## src/rtl/aes_reg_file_p.sv

```systemverilog
// Parametrised AES register bank: key/message/result words, start/done handshake, status, irq.
// Optional macro AES_REG_IRQ_EN enables irq, CTRL.irq_en and STAT.err recording.
module aes_reg_file_p #(
    parameter int DATA_W    = 32,
    parameter int KEY_WORDS = 4,
    parameter int MSG_WORDS = 4,
    parameter int ADDR_W    = 4
) (
    input  logic                          Clk,
    input  logic                          Reset_n,
    input  logic                          cs,
    input  logic                          r,
    input  logic                          w,
    input  logic [ADDR_W-1:0]             addr,
    input  logic [DATA_W/8-1:0]           byte_en,
    input  logic [DATA_W-1:0]             wdata,
    output logic [DATA_W-1:0]             rdata,
    output logic                          rvalid,
    output logic [KEY_WORDS*DATA_W-1:0]   key_out,
    output logic [MSG_WORDS*DATA_W-1:0]   msg_out,
    output logic                          start_pulse,
    output logic                          busy,
    input  logic [MSG_WORDS*DATA_W-1:0]   dec_in,
    input  logic                          dec_valid,
    input  logic                          done_in,
    output logic                          irq,
    output logic [DATA_W-1:0]             ex
);

`ifdef AES_REG_IRQ_EN
    localparam bit IRQ_FEAT = 1'b1;
`else
    localparam bit IRQ_FEAT = 1'b0;
`endif

    localparam int                NB        = DATA_W / 8;
    localparam logic [ADDR_W-1:0] CTRL_ADDR = {{(ADDR_W-1){1'b1}}, 1'b0};
    localparam logic [ADDR_W-1:0] STAT_ADDR = {ADDR_W{1'b1}};

    logic [DATA_W-1:0]    key_q [KEY_WORDS];
    logic [DATA_W-1:0]    enc_q [MSG_WORDS];
    logic [DATA_W-1:0]    dec_q [MSG_WORDS];
    logic                 done_q, err_q, irq_en_q;
    logic [KEY_WORDS-1:0] key_hit;
    logic [MSG_WORDS-1:0] enc_hit;
    logic [DATA_W-1:0]    wmask;
    logic [DATA_W-1:0]    rd_mux;
    logic                 wr, ctrl_wr, stat_wr, go, start_ok, finish, err_set;
    logic                 busy_d, done_d, err_d, irq_en_d;

    always_comb begin
        wr      = cs & w;
        key_hit = '0;
        enc_hit = '0;
        wmask   = '0;
        for (int i = 0; i < KEY_WORDS; i++) key_hit[i] = (addr == ADDR_W'(i));
        for (int i = 0; i < MSG_WORDS; i++) enc_hit[i] = (addr == ADDR_W'(KEY_WORDS + i));
        for (int b = 0; b < NB; b++) wmask[b*8 +: 8] = {8{byte_en[b]}};
        ctrl_wr  = wr & (addr == CTRL_ADDR);
        stat_wr  = wr & (addr == STAT_ADDR) & byte_en[0];
        go       = ctrl_wr & byte_en[0] & wdata[0];
        start_ok = go & ~busy;
        finish   = busy & done_in;
        // A go that collides with done still sees busy, so it is dropped as an error.
        err_set  = (busy & wr & ((|key_hit) | (|enc_hit))) | (go & busy);

        busy_d = busy;
        if (finish)   busy_d = 1'b0;
        if (start_ok) busy_d = 1'b1;

        done_d = done_q;
        if (stat_wr && wdata[0]) done_d = 1'b0;
        if (finish)              done_d = 1'b1;

        err_d = err_q;
        if (stat_wr && wdata[1]) err_d = 1'b0;
        if (err_set)             err_d = 1'b1;
        err_d = err_d & IRQ_FEAT;

        irq_en_d = irq_en_q;
        if (ctrl_wr && byte_en[0]) irq_en_d = wdata[1];
        irq_en_d = irq_en_d & IRQ_FEAT;
    end

    always_comb begin
        rd_mux = '0;
        for (int i = 0; i < KEY_WORDS; i++)
            if (addr == ADDR_W'(i)) rd_mux = key_q[i];
        for (int i = 0; i < MSG_WORDS; i++) begin
            if (addr == ADDR_W'(KEY_WORDS + i))             rd_mux = enc_q[i];
            if (addr == ADDR_W'(KEY_WORDS + MSG_WORDS + i)) rd_mux = dec_q[i];
        end
        if (addr == CTRL_ADDR) rd_mux[1]   = irq_en_q;
        if (addr == STAT_ADDR) rd_mux[1:0] = {err_q, done_q};
    end

    always_ff @(posedge Clk or negedge Reset_n) begin
        if (!Reset_n) begin
            for (int i = 0; i < KEY_WORDS; i++) key_q[i] <= '0;
            for (int i = 0; i < MSG_WORDS; i++) begin
                enc_q[i] <= '0;
                dec_q[i] <= '0;
            end
            done_q      <= 1'b0;
            err_q       <= 1'b0;
            irq_en_q    <= 1'b0;
            busy        <= 1'b0;
            start_pulse <= 1'b0;
            irq         <= 1'b0;
            rdata       <= '0;
            rvalid      <= 1'b0;
        end else begin
            for (int i = 0; i < KEY_WORDS; i++)
                if (wr && key_hit[i] && !busy)
                    key_q[i] <= (key_q[i] & ~wmask) | (wdata & wmask);
            for (int i = 0; i < MSG_WORDS; i++) begin
                if (wr && enc_hit[i] && !busy)
                    enc_q[i] <= (enc_q[i] & ~wmask) | (wdata & wmask);
                if (dec_valid)
                    dec_q[i] <= dec_in[i*DATA_W +: DATA_W];
            end
            done_q      <= done_d;
            err_q       <= err_d;
            irq_en_q    <= irq_en_d;
            busy        <= busy_d;
            start_pulse <= start_ok;
            irq         <= done_d & irq_en_d;
            rvalid      <= cs & r;
            if (cs && r) rdata <= rd_mux;
        end
    end

    always_comb begin
        key_out = '0;
        msg_out = '0;
        for (int i = 0; i < KEY_WORDS; i++) key_out[i*DATA_W +: DATA_W] = key_q[i];
        for (int i = 0; i < MSG_WORDS; i++) msg_out[i*DATA_W +: DATA_W] = enc_q[i];
    end

    assign ex = {dec_q[MSG_WORDS-1][DATA_W-1:DATA_W/2], dec_q[0][DATA_W/2-1:0]};

endmodule
```

## config.mk

```make
export PLATFORM = sky130hd
export DESIGN_NAME = aes_reg_file_p
export DESIGN_NICKNAME = d
export VERILOG_FILES = /design/src/rtl/aes_reg_file_p.sv
export SDC_FILE = /design/constraint.sdc
export NUM_CORES = 1
export LEC_CHECK = 0
export ABC_CLOCK_PERIOD_IN_PS = 3900
export BUFFER_PORTS_ARGS = -buffer_cell sky130_fd_sc_hd__buf_2
export CAP_MARGIN = 25
export CORE_AREA = 2 2 195 197
export DETAILED_ROUTE_END_ITERATION = 8
export DIE_AREA = 0 0 197 199
export GPL_TIMING_DRIVEN = 1
export MAX_ROUTING_LAYER = met4
export PLACE_DENSITY = 0.81
export SLEW_MARGIN = 20
export SYNTH_ARGS = -nofsm -noshare
export SYNTH_HDL_FRONTEND = slang
export SYNTH_SLANG_ARGS = --single-unit
```

## constraint.sdc

```tcl
create_clock -name Clk -period 3.9 [get_ports Clk]
set_input_delay 0.195 -clock Clk [delete_from_list [all_inputs] [get_ports Clk]]
set_output_delay 0.195 -clock Clk [all_outputs]
set_load 0.02 [all_outputs]
```

* After elaboration in Yosys (flattened, before gate mapping)
Cells that the tools add are included.
** Storage, ports and cells
- Output and inout bits :: 324
- Input port bits :: 175
- Flip-flop bits (word level) :: 420
** Operators by class
- Eq/ne operators :: 13
- Bitwise logic cells :: 28
- Reductions and logical operators :: 22
- Multiplexer cells :: 18
** Operator list (count)
- 32-bit two-way mux :: 12
- 32-bit bitwise AND :: 9
- 32-bit OR :: 8
- 32-bit NOT :: 1
- 4-bit == test, second input constant :: 6
- 1-bit logical AND :: 18
- 4-bit by 3-bit == test with 1-bit output, second input constant :: 4
- 1-bit bitwise AND :: 9
- 4-bit by 2-bit == test with 1-bit output, second input constant :: 2
- 1-bit two-way mux :: 5
- 4-bit by 1-bit == test with 1-bit output, second input constant :: 1
- 4-bit logical NOT :: 1
- 2-bit nonzero test :: 2
- 2-bit two-way mux :: 1
- 1-bit logical NOT :: 1
- 1-bit NOT :: 1

* Depth between registers and ports, before layout
Gate-level depths: netlist of the first run.
- Depth after elaboration :: 15
- Mapped depth :: 9
- Mapped depth without buffers :: 6

* Worst setup path after synthesis of the first run
No wires, ideal clock.
- Path type :: reg2reg
- Start point :: register busy
- End point :: register (tool-made name)
- Arrival time :: 1.624 ns
- Cell stages (with the launch flop) :: 5
- Required time :: 3.775 ns
- Slack :: 2.151 ns
- Cells stage by stage :: dfrtp_1 nor2_2 nand2_1 nor2_2 mux2_2
** RTL lines
- start: declaration :: line 22 : output logic busy,
- start signal: assignment :: line 125 : busy <= busy_d;

* Worst setup path after layout of the first run
- Start point :: input port addr[2]
- End point :: register rdata[2]
** Between the ends
- Longest elaborated chain between the ends :: 13
- Elaborated cells between the ends (all ways) :: 24
- Those cells by class :: eq/ne (11); mux (12); reduce/logical (1)
** RTL lines
- start: declaration :: line 14 : input logic [ADDR_W-1:0] addr,
- 4-bit logical NOT :: line 88 : if (addr == ADDR_W'(i)) rd_mux = key_q[i];
- 32-bit two-way mux (4 in a row) :: line 88
- 32-bit two-way mux :: line 90 : if (addr == ADDR_W'(KEY_WORDS + i)) rd_mux = enc_q[i];
- 32-bit two-way mux :: line 91 : if (addr == ADDR_W'(KEY_WORDS + MSG_WORDS + i)) rd_mux = dec_q[i];
- 32-bit two-way mux :: line 90
- 32-bit two-way mux :: line 91
- 32-bit two-way mux :: line 90
- 32-bit two-way mux :: line 91
- 32-bit two-way mux :: line 90
- 32-bit two-way mux (*) :: line 91
- end signal: assignment :: line 129 : if (cs && r) rdata <= rd_mux;
- end: declaration :: line 17 : output logic [DATA_W-1:0] rdata,
Mark *: on every way between the ends. The rest lies on a longest branch, timed or not.
A chain may end at the register's enable or synchronous reset.

==> results of run 1 <==
==> cell usage after synthesis, drive strengths merged (8+ instances only) <==
| cell type | number |
|---|---|
| a22o | 18 |
| mux2 | 384 |
| a221oi | 10 |
| nand3b | 8 |
| a21oi | 121 |
| nor2b | 9 |
| a22oi | 22 |
| a31oi | 9 |
| or3b | 9 |
| o2bb2ai | 15 |
| o22a | 8 |
| nand2 | 80 |
| mux2i | 45 |
| o221ai | 12 |
| o22ai | 61 |
| nand2b | 8 |
| o21ai | 82 |
| nor2 | 70 |
| buf | 105 |
| dfrtp | 420 |
| nand3 | 8 |
| a211oi | 14 |
| clkbuf | 38 |
==> final timing paths <==
kind	startpoint	to	slack [ns]	cells past startpoint
max	addr[2]	rdata[2]	1.48	6
min in group asynchronous	Reset_n	asynchronous set/reset pin	0.36	2
min	wdata[13]	flip-flop	0.03	2
max reg2reg	busy	flip-flop	1.49	4
min reg2reg	dec_q[11]	dec_q[11]	0.51	1
max in group asynchronous	Reset_n	asynchronous set/reset pin	2.36	3
==> power by group <==
part	switching [W]	total, W	internal [W]
clock	0.00185	0.00451	0.00266
combinational	0.00163	0.00267	0.00104
sequential	0.000544	0.00544	0.00490
==> kinds of logic after synthesis <==
logic type,Yosys count,synth area share (%)
buffers and inverters,150,4.13
DFF,420,52.5
and+or+nand+nor,225,6.11
muxes,429,23.9
other,1,0.0187
AOI/OAI and AO/OA,416,13.4
==> through the flow <==
stage	setup slack, ns	cells	utilization [%]
2_1_floorplan	2.15	1641	-
3_3_place_gp	1.20	2501	60.9
3_5_place_dp	1.11	2502	61.0
4_1_cts	1.57	2718	68.7
5_1_grt	1.46	2724	68.8
6_report	1.48	2724	68.8
==> area by class of cell <==
class | instances | area (sq um) | area share, %
flip-flops and latches | 420 | 10500 | 41.2
multi-input cells | 1071 | 8690 | 34.0
repair buffers | 663 | 4160 | 16.3
clock buffers | 67 | 1350 | 5.29
well taps | 474 | 593 | 2.32
clock inverters | 16 | 189 | 0.740
inverters | 7 | 26.3 | 0.103
diodes | 6 | 15.0 | 0.0588
==> repair_timing <==
item | 4_1_cts | 5_1_grt
setup buffers | 0 | 0
hold buffers | 133 | 0
hold endpoints to repair | 257 | 0
==> metal layers <==
layer	up-vias	part of all wire, %	GRT usage [%]
met5	-	0	-
met1	8878	39	54.6
met3	318	13	14.1
met2	1370	43	59.1
li1	7211	-	-
met4	0	5.3	19.3
==> critical path: stages <==
cell     delay (ns)
buf_2          0.55
buf_4          0.39
or3_1          0.56
nor2_1         0.11
o32ai_1        0.81
a31oi_1        0.19
==> results.json, run 1 <==
{
  "synth-async-reset-ratio_pct": 100,
  "antenna_found_initial": 6,
  "leakage_nw": 12.4,
  "insertion_delay_ns": 0.59,
  "yosysTopAreaCell": "dfrtp_1",
  "netlist_top_cells_area": "dfrtp_1, mux2_2, a21oi_1, mux2i_1, o21ai_0",
  "final_common_cell": "buf_2",
  "rsz0062_at_grt": "no",
  "routed_via_density": 6.53,
  "required_ns": 4.32,
  "grt_pass1_wl_um": 116000,
  "status": "complete, no violations",
  "synth.yosys.seq_area_share_pct": 52.5,
  "area_growth_syn_to_layout_pct": 27.6,
  "fin_crit_ns": 2.42,
  "grt.total_usage_pct": 41.9,
  "setup_viol": 0,
  "grt.overflow.total": 0,
  "critPathMaxFanout": 38,
  "synth_ff_type": "dfrtp_1",
  "worst_slew_pin_slew_ns": 1.09,
  "slew_headroom_pct": 27.0,
  "wirelength_um": 80700,
  "cts_max_level": 2,
  "path_clk_slew_ns": 0.07,
  "powerDensity_nw_per_um2": 494,
  "hold_ws_ns": 0.0302,
  "fmax_mhz": 412,
  "ir_drop_uv": 500,
  "dieArea_sq_um": 39200,
  "syn_area_per_cell_sq_um": 12.2,
  "ys_types": 68,
  "finClkSkew_ns": 0.0277,
  "place_congestion": 1.02,
  "syn-num-nets": 1816,
  "postRouteAntennaNets": 0,
  "place.detailed.hpwl_um": 56000,
  "grt_max_degree": 123,
  "cts_buffers": 46,
  "die_h_um": 199,
  "syn-cell-area_sq_um": 20000,
  "hold_viol": 0,
  "synth-edff-count": 0,
  "crit_path_end_kind": "flip-flop",
  "final_cell_mix": "buf_2, dfrtp_1, mux2_2",
  "path_class": "in -> reg",
  "first_global_vias": 17700,
  "fillers": 2700,
  "avgRoutedWirePerCell_um": 29.6,
  "core_region_area_sq_um": 37100,
  "num_io_pins": 499,
  "cts.sinks": 420,
  "fin_nets": 2384,
  "num_vias": 17800,
  "netlist_instances": 1641,
  "drive_above_1_share_pct": 46.0,
  "fp-row-count": 71,
  "drv_slew": 0,
  "dieWidth_um": 197,
  "hold_class": "in -> reg",
  "synth_seq_cells": 420,
  "p_total_w": 0.0126,
  "drt_iter0_drc": 2202,
  "synth_top_area_share_pct": 52.5,
  "ys.warnings.count": 0,
  "drcViolationCount": 0,
  "portBuffers": 497,
  "crit_arrival_ns": 2.85,
  "cts_tree": "yes",
  "period_share_pct": 62.2,
  "drv_cap": 0,
  "cp-start-kind": "primary input",
  "initial_core_util_pct": 53.9,
  "clockRootBuffer": "clkbuf_16",
  "stdcell_area_sq_um": 25500,
  "final.setup.tns_ns": 0,
  "clockBufferDepth": 3,
  "cts_resized": 0,
  "dpl_cell_area_sq_um": 22600,
  "drt_pass1_iterations": 7
}
Power figures use the tool's default switching activity.
==> run 2, diff against run 1 <==
ABC_CLOCK_PERIOD_IN_PS = 2300   (was 3900)
CORE_AREA = not set   (was 2 2 195 197)
CORE_ASPECT_RATIO = 2   (was not set)
CORE_MARGIN = 2   (was not set)
CORE_UTILIZATION = 54   (was not set)
DIE_AREA = not set   (was 0 0 197 199)
clock period = 2.3 ns   (was 3.9 ns; I/O delays follow)
==> run 2 against run 1 <==
The flow now finishes with violations (design-rule violations). Combinational power is 70% higher. Flip-flop and latch count stayed put. Cell count is 1.3% higher. Final area is 1.7% higher.
==> results.json, run 2 (synthesis gave the netlist of run 1 again) <==
{
  "status": "finished with violations",
  "violations": "design-rule violations",
  "first_global_vias": 18000,
  "initial_core_util_pct": 54.8,
  "reg2reg_depth": 4,
  "crit_buf_inv": 0,
  "holdPathStages": 2,
  "cts_max_level": 2,
  "crit_path_end_kind": "flip-flop",
  "hold_ws_ns": 0.00715,
  "final_common_cell": "buf_2",
  "cts_resized": 0,
  "place.detailed.hpwl_um": 56200,
  "critPathMaxFanout": 8,
  "num_vias": 17700,
  "num_io_pins": 499,
  "cts_tree": "yes",
  "slew_headroom_pct": 50.7,
  "cts.sinks": 420,
  "stdcell_area_sq_um": 26000,
  "dieWidth_um": 140,
  "place_congestion": 0.987,
  "drt_iter0_drc": 1677,
  "hold_class": "in -> reg",
  "seq_power_share_pct": 45.2,
  "seq_area_sq_um": 10500,
  "holdCritStartpoint": "wdata[2]",
  "finClkSkew_ns": 0.00912,
  "wirelength_um": 77900,
  "cts_buffers": 38,
  "crit_chain": "nor2_2 -> nand2_1 -> nor2_2 -> mux2_2",
  "leakage_nw": 12.6,
  "cp-start-kind": "flip-flop",
  "drv_slew": 0,
  "p_int_w": 0.0140,
  "required_ns": 2.73,
  "drv_cap": 0,
  "area_growth_syn_to_layout_pct": 29.8,
  "fin_nets": 2452,
  "p_total_w": 0.0204,
  "highest_layer": "met4",
  "wl_met3_um": 6880,
  "drt_pass1_iterations": 9,
  "setup_viol": 0,
  "wl_met1_um": 27600,
  "worst_slew_pin_slew_ns": 0.736,
  "drive_above_1_share_pct": 46.5,
  "grt.overflow.total": 0,
  "max_stage_delay_ns": 0.51,
  "fmax_mhz": 460,
  "antenna_found_initial": 3,
  "rsz0062_at_grt": "no",
  "path_class": "reg -> reg",
  "combPwrFrac_pct": 22.3,
  "grt_max_degree": 72,
  "worst_path_max_delay_cell": "nor2_2",
  "dieArea_sq_um": 38700,
  "crit_arrival_ns": 2.60,
  "final_cell_mix": "buf_2, dfrtp_1, mux2_2",
  "insertion_delay_ns": 0.54,
  "grt_pass1_wl_um": 114000,
  "path_clk_slew_ns": 0.06,
  "wl_met2_um": 37000,
  "worstReg2RegStart": "busy",
  "multiInputGateArea_sq_um": 8690,
  "portBuffers": 497,
  "powerDensity_nw_per_um2": 784,
  "final.setup.tns_ns": 0,
  "period_share_pct": 94.4,
  "core_region_area_sq_um": 36500,
  "dpl_cell_area_sq_um": 23100,
  "grt.total_usage_pct": 40.8,
  "crit_cells": 4,
  "postRouteAntennaNets": 0,
  "path_common_cell": "nor2_2",
  "hold_viol": 0,
  "clockRootBuffer": "clkbuf_16",
  "regToRegSetupSlack_ns": 0.13,
  "drcViolationCount": 32,
  "ctsHoldBuffers": 158,
  "fp-row-count": 99,
  "fillers": 2514,
  "die_h_um": 276,
  "routed_via_density": 6.42,
  "power.switching_w": 0.00639,
  "fin_crit_ns": 2.17,
  "critPathTopFamily": "simple AND/OR/NAND/NOR gates",
  "post_cts_buffers": 0,
  "clockBufferDepth": 3,
  "ir_drop_uv": 606,
  "p_clk_share_pct": 32.5,
  "avgRoutedWirePerCell_um": 28.2,
  "sw_frac_of_total_pct": 31.4
}
run 2: how the worst max path moves through the flow:
| stage | end | startpoint | slack [ns] |
|---|---|---|---|
| after global placement | rdata[11] | addr[3] | 0.14 |
| after floorplan | flip-flop | busy | 0.55 |
| after global routing | flip-flop | busy | 0.04 |
| after CTS | flip-flop | busy | 0.17 |
| after detailed placement | rdata[21] | addr[3] | 0.12 |
| final | flip-flop | busy | 0.13 |
run 2: stage by stage:
step / instances / worst slack [ns] / util (%)
after CTS: 2756 / 0.167 / 71.0
after global routing: 2760 / 0.0373 / 71.1
after floorplan: 1641 / 0.551 / -
final: 2760 / 0.128 / 71.1
after detailed placement: 2532 / 0.116 / 63.2
after global placement: 2532 / 0.143 / 63.2
run 2: cell type report:
class	instances	share of cell area, %
multi-input combinational	1071	33.5
timing repair buffer	739	18.8
clock buffer	55	4.42
sequential	420	40.5
clock inverter	11	0.511
inverter	7	0.101
antenna	3	0.0289
tap	454	2.19
run 2: worst reg2reg max path, stage by stage (launching register included):
cell and delay [ns]:
dfrtp_1 0.43, nor2_2 0.37, nand2_1 0.35, nor2_2 0.51, mux2_2 0.40
run 2: power by group through the flow:
stage                     clock (W)  sequential (W)  combinational (W)
after floorplan                   0         0.00982            0.00170
after global placement            0         0.00926            0.00414
after detailed placement          0         0.00929            0.00423
after CTS                   0.00664         0.00916            0.00447
after global routing        0.00693         0.00928            0.00476
final                       0.00661         0.00921            0.00453
run 2: per-layer routing:
metal	GRT usage [%]	up-vias
met5	-	-
met3	5.33	331
met4	26.2	0
met1	49.4	8766
met2	64.4	1283
li1	-	7327
==> run 3, diff against run 2 <==
CORE_UTILIZATION = 47   (was 54)
PLACE_DENSITY = 0.72   (was 0.81)
SLEW_MARGIN = not set   (was 20)
==> run 3 against run 2 <==
The flow now finishes without violations. Fmax is 1.4% lower. Clock power is 2% lower. Final area is 0.61% higher. Setup slack worse by 0.031 ns. Worst hold slack worse by 0.00092 ns. Non-clock buffer count is 15 higher. Global-route usage is 1.9 points lower. Sequential share of layout area is 0.24 points lower. Via count is 0.51% lower. Register-to-register slack worse by 0.03 ns. Critical path type unchanged.
==> results.json, run 3 (synthesis gave the netlist of run 1 again) <==
{
  "required_ns": 2.73,
  "ir_drop_uv": 653,
  "place_congestion": 0.970,
  "dpl_cell_area_sq_um": 23400,
  "insertion_delay_ns": 0.57,
  "holdCritStartpoint": "wdata[24]",
  "clockBufferDepth": 3,
  "cts_buffers": 40,
  "drcViolationCount": 0,
  "fillers": 3439,
  "final-instance-count-excl-fill": 2863,
  "hold_class": "in -> reg",
  "fin_nets": 2469,
  "die_h_um": 296,
  "wirelength_um": 85300,
  "post_cts_buffers": 0,
  "p_total_w": 0.0203,
  "path_class": "reg -> reg",
  "fmax_mhz": 454,
  "drt_pass1_iterations": 5,
  "drive_above_1_share_pct": 46.9,
  "cts_max_level": 2,
  "clockRootBuffer": "clkbuf_16",
  "hold_viol": 0,
  "powerDensity_nw_per_um2": 779,
  "core_region_area_sq_um": 42300,
  "worstReg2RegStart": "busy",
  "rsz0062_at_grt": "no",
  "dieWidth_um": 150,
  "dp_slack_ns": -0.130,
  "antenna_found_initial": 3,
  "slew_headroom_pct": 52.7,
  "path_clk_slew_ns": 0.07,
  "grt_pass1_wl_um": 120000,
  "num_vias": 17600,
  "finClkSkew_ns": 0.0219,
  "grt.total_usage_pct": 38.8,
  "period_share_pct": 95.8,
  "crit_path_end_kind": "flip-flop",
  "avgRoutedWirePerCell_um": 29.8,
  "critPathMaxFanout": 8,
  "placed_cells": 2646,
  "routed_via_density": 6.15,
  "fin_crit_ns": 2.20,
  "grt_max_degree": 84,
  "area_growth_syn_to_layout_pct": 30.6,
  "stdcell_area_sq_um": 26100,
  "drv_slew": 0,
  "setup_viol": 0,
  "initial_core_util_pct": 47.3,
  "status": "complete, no violations",
  "fp-row-count": 107,
  "final_common_cell": "buf_2",
  "cp-start-kind": "flip-flop",
  "drt_iter0_drc": 1399,
  "final.setup.tns_ns": 0,
  "grt.overflow.total": 0,
  "cts.sinks": 420,
  "place.detailed.hpwl_um": 63700,
  "portBuffers": 497,
  "postRouteAntennaNets": 0,
  "cts_tree": "yes",
  "worst_slew_pin_slew_ns": 0.709,
  "drv_cap": 0,
  "crit_arrival_ns": 2.64,
  "num_io_pins": 499,
  "crit_start": "busy",
  "fin_ws_ns": 0.0969,
  "dieArea_sq_um": 44300,
  "final_cell_mix": "buf_2, dfrtp_1, mux2_2",
  "first_global_vias": 17600,
  "leakage_nw": 12.7
}
[run 3: cell types whose count changed in the layout (fill, tap and decap cells not counted), moves of 2 or more]
cell and delta:
buf_4 +22, inv_6 +2, dlygate4sd3_1 -7, clkbuf_1 +2, bufinv_16 -2, clkinv_2 -4
[run 3: layout make-up]
cell class	count	area (sq um)	area share (%)
repair buffers	754	4990	19.1
flip-flops and latches	420	10500	40.2
diodes	3	7.51	0.0287
multi-input cells	1071	8690	33.3
well taps	545	682	2.61
clock buffers	57	1160	4.43
inverters	7	26.3	0.101
clock inverters	6	62.6	0.239
[run 3: per-layer routing]
metal	routed length, um	vias up	part of all wire [%]	track usage (%)
met4	7140	0	8.4	25.7
met3	7230	292	8.5	5.72
li1	-	7368	-	-
met2	40800	1149	48	62.3
met5	0	-	0	-
met1	30100	8808	35	45.1
[run 3: worst max-delay path, cell delays in order, from the launching register on]
cell and delay, ns:
dfrtp_1 0.43, nor2_2 0.36, nand2_1 0.39, nor2_2 0.50
mux2_2 0.39
[run 3: repair_timing]
action                                 in CTS  in global routing
gates resized for setup                     0                  0
hold buffers                              151                  0
endpoints found under the hold margin     419                  0
setup endpoints to repair                   0                  0
[run 3: metrics by stage]
stage	hold WS (ns)	util, %
after CTS	0.00234	61.7
after global routing	0.00957	61.7
after floorplan	-0.181	-
after global placement	0.0971	55.3
final	0.00623	61.7
after detailed placement	0.0947	55.3
[run 3: final timing paths]
path | endpoint | slack (ns) | cells past startpoint
max in group asynchronous | asynchronous set/reset pin | 1.28 | 3
min in group asynchronous | dec_q[5] | 0.10 | 2
worst min-delay path | flip-flop | 0.006 | 2
worst min register to register | rdata[23] | 0.49 | 2
worst max register to register | flip-flop | 0.1 | 4
worst max-delay path | flip-flop | 0.1 | 4
[run 3: report_power, final]
part	leakage, nW	total [W]	internal, W	switching, W
Clock	0.601	0.00649	0.00359	0.00290
Sequential	5.35	0.00923	0.00830	0.000929
Combinational	6.71	0.00463	0.00187	0.00275
